==> config.mk <==
export PLATFORM = sky130hd
export DESIGN_NAME = wb_get_block
export DESIGN_NICKNAME = d
export VERILOG_FILES = /design/src/rtl/wb_get_block.sv
export SDC_FILE = /design/constraint.sdc
export NUM_CORES = 1
export LEC_CHECK = 0
export ABC_AREA = 1
export CAP_MARGIN = 20
export CORE_MARGIN = 2
export CORE_UTILIZATION = 54
export DETAILED_ROUTE_END_ITERATION = 8
export PLACE_DENSITY = 0.88
export SLEW_MARGIN = 20
export SYNTH_ARGS = -nofsm -noshare
export SYNTH_HDL_FRONTEND = slang
export SYNTH_SLANG_ARGS = --single-unit
==> constraint.sdc <==
create_clock -name clk_i -period 2.6 [get_ports clk_i]
set_input_delay 0.78 -clock clk_i [delete_from_list [all_inputs] [get_ports clk_i]]
set_output_delay 0.78 -clock clk_i [all_outputs]
set_load 0.02 [all_outputs]
==> src/rtl/wb_get_block.sv <==
// wb_get_block: pipelined Wishbone-style burst-read sequencer.
// Each read_i pulse fetches one block of BSIZE words; done_o pulses when it completes or aborts.
module wb_get_block #(
  parameter int BSIZE = 24,
  parameter int BBITS = 5,
  parameter int BSB   = BBITS - 1,
  parameter int DELAY = 3
) (
  input  logic         clk_i,
  input  logic         rst_i,
  output logic         cyc_o,
  output logic         stb_o,
  output logic         we_o,
  output logic         bst_o,
  input  logic         ack_i,
  input  logic         wat_i,
  input  logic         err_i,
  output logic [BSB:0] adr_o,
  input  logic         read_i,
  output logic         done_o
);

  localparam int AW = BSB + 1;
  localparam int CW = BBITS + 1;
  localparam logic [BSB:0]   ADR_LAST = AW'(BSIZE - 1);
  localparam logic [BBITS:0] CNT_LAST = CW'(BSIZE - 1);

  // Reject block sizes the address field cannot hold; DELAY only affects simulation timing.
  if (BSIZE < 1 || BSIZE > (1 << BBITS) || DELAY < 0) begin : g_bad_params
    $error("wb_get_block: illegal parameter combination");
  end

  typedef enum logic {
    IDLE,
    BUSY
  } state_t;

  state_t         state_q, state_d;
  logic           stb_q, stb_d;
  logic [BSB:0]   adr_q, adr_d;
  logic [BBITS:0] cnt_q, cnt_d;
  logic           done_q, done_d;

  always_ff @(posedge clk_i or negedge rst_i) begin
    if (!rst_i) begin
      state_q <= IDLE;
      stb_q   <= 1'b0;
      adr_q   <= '0;
      cnt_q   <= '0;
      done_q  <= 1'b0;
    end else begin
      state_q <= state_d;
      stb_q   <= stb_d;
      adr_q   <= adr_d;
      cnt_q   <= cnt_d;
      done_q  <= done_d;
    end
  end

  always_comb begin
    state_d = state_q;
    stb_d   = stb_q;
    adr_d   = adr_q;
    cnt_d   = cnt_q;
    done_d  = 1'b0;
    case (state_q)
      IDLE: begin
        if (read_i) begin
          state_d = BUSY;
          stb_d   = 1'b1;
          adr_d   = '0;
          cnt_d   = '0;
        end
      end
      BUSY: begin
        if (err_i) begin
          state_d = IDLE;
          stb_d   = 1'b0;
          adr_d   = '0;
          cnt_d   = '0;
          done_d  = 1'b1;
        end else begin
          // The address parks on the last word so it never leaves the block.
          if (stb_q && !wat_i) begin
            if (adr_q == ADR_LAST) begin
              stb_d = 1'b0;
            end else begin
              adr_d = adr_q + 1'b1;
            end
          end
          if (ack_i) begin
            if (cnt_q == CNT_LAST) begin
              state_d = IDLE;
              stb_d   = 1'b0;
              adr_d   = '0;
              cnt_d   = '0;
              done_d  = 1'b1;
            end else begin
              cnt_d = cnt_q + 1'b1;
            end
          end
        end
      end
      default: state_d = IDLE;
    endcase
  end

  assign cyc_o  = (state_q == BUSY);
  assign stb_o  = stb_q;
  assign we_o   = 1'b0;
  assign bst_o  = stb_q && (adr_q != ADR_LAST);
  assign adr_o  = adr_q;
  assign done_o = done_q;

endmodule

==> qor.yml, run 1 <==
num-fill-cells: 136
drc: 0
dr.pass1.iters: 5
status: "finished, final reports clean"
die_h_um: 44.5
clk_pin_slew_ns: 0.07
area_growth_pct: 19.7
yosysTopAreaCell: "dfrtp_1"
drt_iter0_markers: 16
grt_use_total: 0.204
grt_pass1_vias: 724
wl_met3_um: 79
ir_drop_mv: 0.363
hp-start: "adr_o[4]"
grt_max_degree: 15
arrival_ns: 1.54
numCtsBuffers: 3
max_stage_delay_ns: 0.44
yosysSeqAreaShare: 0.396
crit_path_start_kind: "register"
antenna_found_initial: 0
synth_area_sq_um: 885
coreArea_sq_um: 1520
r2r_cells: 8
p_per_area_nw_per_um2: 471
hold_viol: 0
relSlewSlack: 0.593
pin_count: 16
r2r_setup_slack_ns: 1.29
io_buffers: 14
wl_met1_um: 705
critPathKind: "register to output pin"
synth.distinct_cells: 20
dieWidth_um: 44.5
synth_cells: 121
p_leak_nw: 0.524
final_common_cell: "nand2_1"
hold_end: "adr_o[4]"
syn-num-nets: 129
cts_tree: "done"
drv_slew: 0
cp_max_fo: 6
holdPathStages: 2
antenna_cells: 0
route.met2.wl_um: 872
dr_total_vias: 771
start_util: 0.580
cp_cell_sequence: "ha_1 -> nand2_1 -> inv_1 -> a21oi_1 -> dlygate4sd2_1"
die-area_sq_um: 1980
yosys.area.top_type_share: 0.396
cts.sinks: 14
drt-total-wl_um: 1680
multi_input_area_sq_um: 445
setup_viol: 0
worstHoldPathType: "register to register"
worstReg2RegEnd: "adr_o[0]"
critPathSlowestCell: "dfrtp_1"
fin_crit_sh: 0.892
grt_pass1_wl_um: 2930
cap_violations: 0
cts-root-buf: "clkbuf_4"
tightest_slew_ns: 0.608
clkLatencyLatePin_ns: 0.27
regArea_sq_um: 350
ctsLongestPathBuffers: 2
reg2reg_from: "adr_o[0]"
htree_levels: 1
synth_area_leaders: "dfrtp_1 (40%), nand2_1 (14%), inv_1 (7.6%)"
rsz0062_at_grt: "false"
cp.required_ns: 1.82
max_freq_mhz: 431
cts.hold.buffers_added: 0
finalClockSkew_ns: 0.00177
syn_area_per_cell_sq_um: 7.31
final_util: 0.695
avgViaCountPerCell: 5.04
top_layer_used: "met4"
dp_hpwl_um: 1380
critical_path.endpoint_type: "output pin"
ys_warn_count: 0
antenna_left: 0
rows: 14
routedWlPerCell_um: 11.0
layout_common_cells: "nand2_1 (34), inv_1 (18), dfrtp_1 (14), clkdlybuf4s50_1 (13), nor2_1 (12)"
grt_overflow: 0
period_needed_ns: 2.32
post_route_cells_drive_above_1_share: 0.139
place_congestion: 0.774
nets: 147
fin_tns_setup_ns: 0
ys_seq_elements: 14
[worst max path at each step]
stage	startpoint	to	slack, ns
after CTS	adr_o[0]	bst_o	0.28
final	adr_o[0]	bst_o	0.28
after global placement	adr_o[0]	bst_o	0.33
after detailed placement	adr_o[0]	bst_o	0.31
after global routing	adr_o[0]	bst_o	0.21
after floorplan	adr_o[0]	bst_o	0.61
[sequential cells by signal, indices dropped and copies added (netlist names)]
signal,cells
done_o,1
cnt_q,6
adr_o,5
stb_o,1
cyc_o,1
[metal layers]
metal	global-route usage	up-vias
li1	-	409
met1	0.238	344
met2	0.359	16
met3	0.0408	2
met4	0.0848	0
met5	0	-
[timing repair]
action	CTS	global route
setup buffers	0	0
resized for setup	1	0
setup endpoints to repair	1	0
[cell type report]
cell class,instances,share of cell area
Clock buffer,3,0.0213
Inverter,21,0.0768
Multi-Input combinational cell,85,0.421
Sequential cell,14,0.331
Tap cell,16,0.0189
Timing Repair Buffer,14,0.131
[kinds of logic after synthesis]
logic type / count (synthesis) / share of synthesized area
simple gates: 70 / 0.399
buf+inv: 22 / 0.100
flops: 14 / 0.396
compound gates: 12 / 0.0721
fa+ha+maj: 2 / 0.0283
other cells: 1 / 0.00424
[cells in the mapped netlist]
cell type / number
nor2_4: 3
buf_4: 1
inv_4: 1
nand2_1: 34
a21oi_2: 1
nand3_1: 11
o21ai_0: 8
nand2_4: 2
nand3_2: 2
dfrtp_1: 14
nand2_2: 2
nor3_4: 1
inv_2: 2
ha_1: 2
nor2_1: 12
nand3b_1: 1
conb_1: 1
nor2_2: 2
inv_1: 18
a21oi_1: 3
[worst max-delay path, delay by kind of cell, from the launching register on]
family	cells	cell delay [ns]
buffers and inverters	2	0.40
AND/OR/NAND/NOR	1	0.07
adder cells (fa/ha/maj)	1	0.24
flip-flops	1	0.44
AO/OA/AOI/OAI	1	0.13
[power by group]
group / internal, W / switching, W / leakage [nW] / total [W]
clock: 0.0000536 / 0.0000600 / 0.0138 / 0.000114
sequential: 0.000231 / 0.0000122 / 0.189 / 0.000243
combinational: 0.0000541 / 0.0000874 / 0.321 / 0.000142
[per-stage QoR]
| stage | total power (W) | worst slack (ns) | instance area, sq um | hold slack (ns) | instances |
|---|---|---|---|---|---|
| 3_3_place_gp | 0.000387 | 0.327 | 1040 | 0.484 | 150 |
| 2_1_floorplan | 0.000336 | 0.605 | 885 | 0.467 | 121 |
| 4_1_cts | 0.000505 | 0.276 | 1060 | 0.527 | 153 |
| 3_5_place_dp | 0.000392 | 0.305 | 1040 | 0.509 | 150 |
| 6_report | 0.000499 | 0.280 | 1060 | 0.525 | 153 |
| 5_1_grt | 0.000531 | 0.211 | 1060 | 0.569 | 153 |
No activity file was read; power rests on OpenSTA's default activity.
==> run 2: changes to the inputs <==
- ABC_AREA: 1 -> unset
- CORE_UTILIZATION: 54 -> 53
==> run 2 against run 1 <==
Effect of this change: critical path depth fell by 1; worst hold slack improved by 0.013 ns; power is 3.8% lower; maximum frequency is essentially flat; clock power increased by 8%; critical endpoint unchanged; critical path type unchanged; count of clock-buffer cells in the layout did not move; setup slack got worse by 0.0021 ns; largest power group unchanged.
==> qor.yml, run 2 <==
status: "finished, final reports clean"
drv_slew: 0  # unchanged
syn-num-nets: 87  # -33%
critPathSlowestCell: "dfrtp_1"
ctsLongestPathBuffers: 2  # unchanged
wl_met3_um: 50  # -37%
avgViaCountPerCell: 5.95  # +18%
critical_path.endpoint_type: "output pin"
drt_iter0_markers: 7  # -9
cp_cell_sequence: "ha_1 -> nand4b_1 -> and2_1 -> dlygate4sd2_1"
p_leak_nw: 0.378  # -28%
max_stage_delay_ns: 0.42  # -0.02 ns
die-area_sq_um: 1830  # -7.3%
clk_pin_slew_ns: 0.08  # about the same
synth_edf_count: 0  # unchanged
die_h_um: 42.8  # -3.7%
htree_levels: 1  # unchanged
postCtsSetupRepairBufs: 0  # unchanged
yosys-top-cells-count: "dfrtp_1 (14), a21oi_1 (7), o21ai_0 (6)"
dr.pass1.iters: 2  # -3
p_per_area_nw_per_um2: 496  # +5.3%
nets: 104  # -29%
ys_warn_count: 0  # unchanged
cap_violations: 0  # unchanged
cts.sinks: 14  # unchanged
ir_drop_mv: 0.287  # -21%
place_ws_ns: 0.311  # +0.00536 ns
critPathKind: "register to output pin"
io_buffers: 14  # unchanged
cts-root-buf: "clkbuf_4"
ys_seq_elements: 14  # unchanged
grt_max_degree: 15  # unchanged
yosysSeqAreaShare: 0.439  # +0.0428
grt_pass1_wl_um: 2930  # unchanged
drc: 0  # unchanged
coreArea_sq_um: 1450  # -4.6%
rsz0062_at_grt: "false"
place_congestion: 0.815  # +5.4%
setup_viol: 0  # unchanged
grt_use_total: 0.212  # +0.00805
setup_ws_ns: 0.278  # -0.00211 ns
routedWlPerCell_um: 15.0  # +37%
antenna_left: 0  # unchanged
fin_crit_sh: 0.893  # about the same
syn_area_per_cell_sq_um: 10.1  # +38%
synth_cells: 79  # -35%
grt_pass1_vias: 682  # -5.8%
clkLatencyLatePin_ns: 0.28  # about the same
dominantRegCellSynth: "dfrtp_1"
grt_overflow: 0  # unchanged
largest_register_ffs: 6  # unchanged
arrival_ns: 1.54  # about the same
regMostFlops: "cnt_q"
fin_tns_setup_ns: 0  # unchanged
post-synth-top-count-cell: "dfrtp_1"
drt-total-wl_um: 1650  # -1.8%
cp_max_fo: 5  # -1
tightest_slew_ns: 0.670  # +0.0618 ns
area_growth_pct: 21.2
pin_count: 16  # unchanged
numCtsBuffers: 3  # unchanged
synth.distinct_cells: 36  # +80%
async_flop_share: 1.00  # unchanged
post_route_cells_drive_above_1_share: 0.128  # -0.0110
finalClockSkew_ns: 0.00337  # +0.00159 ns
final_common_cell: "dfrtp_1"
rows: 14  # unchanged
hold_viol: 0  # unchanged
route.met2.wl_um: 835  # -4.2%
antenna_cells: 0  # unchanged
antenna_found_initial: 0  # unchanged
top_layer_used: "met4"
dieWidth_um: 42.8  # -3.7%
dr_total_vias: 655  # -15%
relSlewSlack: 0.552  # -0.0413
layout_common_cells: "dfrtp_1 (14), clkdlybuf4s50_1 (13), a21oi_1 (7), o21ai_0 (6), nand2_1 (5)"
period_needed_ns: 2.32  # +0.00211 ns
wl_met1_um: 741  # +5.1%
yosys.area.top_type_share: 0.439  # +0.0428
synth_area_sq_um: 798  # -9.8%
yosysTopAreaCell: "dfrtp_1"
max_freq_mhz: 431  # about the same
dp_hpwl_um: 1270  # -8.3%
worstHoldPathType: "register to register"
crit_path_start_kind: "register"
synth_area_leaders: "dfrtp_1 (44%), a21oi_1 (4.4%), o21ai_0 (3.8%)"
cp.required_ns: 1.82  # about the same
cts_tree: "done"
start_util: 0.549  # -0.0314
run 2: cell types whose count changed after synthesis, moves of 4 or more:
cell     delta
nor2_1     -10
nand3_1     -9
a21oi_1     +4
nand2_1    -29
inv_1      -14
run 2: per-layer routing:
layer | vias to the layer above | GRT usage
met1 | 312 | 0.269
met2 | 13 | 0.355
met4 | 0 | 0.0938
li1 | 328 | -
met3 | 2 | 0.0298
met5 | - | 0
run 2: repair_timing:
action / 4_1_cts / 5_1_grt
gates resized for setup: 1 / 0
endpoints found under the setup margin: 1 / 0
endpoints found under the hold margin: 0 / 0
hold buffers: 0 / 0
run 2: cell type report:
type | instances | area (sq um)
Sequential cell | 14 | 350
Fill cell | 122 | 487
Timing Repair Buffer | 14 | 139
Tap cell | 16 | 20.0
Clock buffer | 3 | 22.5
Inverter | 4 | 15.0
Multi-Input combinational cell | 59 | 420
run 2: kinds of logic after synthesis:
| logic type | count (synthesis) | share of synthesized area |
|---|---|---|
| other cells | 1 | 0.00470 |
| compound gates | 27 | 0.234 |
| buf+inv | 6 | 0.0345 |
| xor+xnor | 2 | 0.0219 |
| simple gates | 27 | 0.235 |
| flops | 14 | 0.439 |
| fa+ha+maj | 2 | 0.0313 |
run 2: path summary, 6_finish.rpt:
kind / from / end / depth (start not counted) / slack, ns
setup reg to reg: adr_o[0] / adr_o[3] / 4 / 1.17
setup / recovery: adr_o[0] / bst_o / 4 / 0.28
hold / removal: cnt_q[1] / cnt_q[1] / 1 / 0.54
min in group asynchronous: rst_i / done_o / 1 / 0.90
hold reg to reg: cnt_q[1] / cnt_q[1] / 1 / 0.54
max in group asynchronous: rst_i / cnt_q[4] / 1 / 1.27
run 2: report_power, final:
| part | leakage, nW | switching [W] | internal (W) |
|---|---|---|---|
| logic | 0.176 | 0.0000629 | 0.0000502 |
| registers | 0.189 | 0.0000143 | 0.000229 |
| clock network | 0.0138 | 0.0000694 | 0.0000537 |
| total | 0.378 | 0.000147 | 0.000333 |
run 2: through the flow:
stage	cell area [sq um]	power, W	util	std cells	hold slack (ns)
floorplan	798	0.000314	-	79	0.484
global placement	946	0.000361	0.651	107	0.502
detailed placement	946	0.000364	0.651	107	0.525
CTS	967	0.000483	0.665	110	0.544
global route	967	0.000504	0.665	110	0.566
finish	967	0.000480	0.665	110	0.537
run 2: worst max-delay path: cells and delay by family, from the launching register on:
| family | cells | cell delay [ns] |
|---|---|---|
| buffers and inverters | 1 | 0.31 |
| flip-flops | 1 | 0.42 |
| AND/OR/NAND/NOR | 2 | 0.32 |
| adder cells (fa/ha/maj) | 1 | 0.22 |
==> run 3: changes to the inputs <==
- CAP_MARGIN: 20 -> 10
- TNS_END_PERCENT: unset -> 50
==> results of run 3 <==
The final DEF is identical to that of run 2; final timing and power are the same.
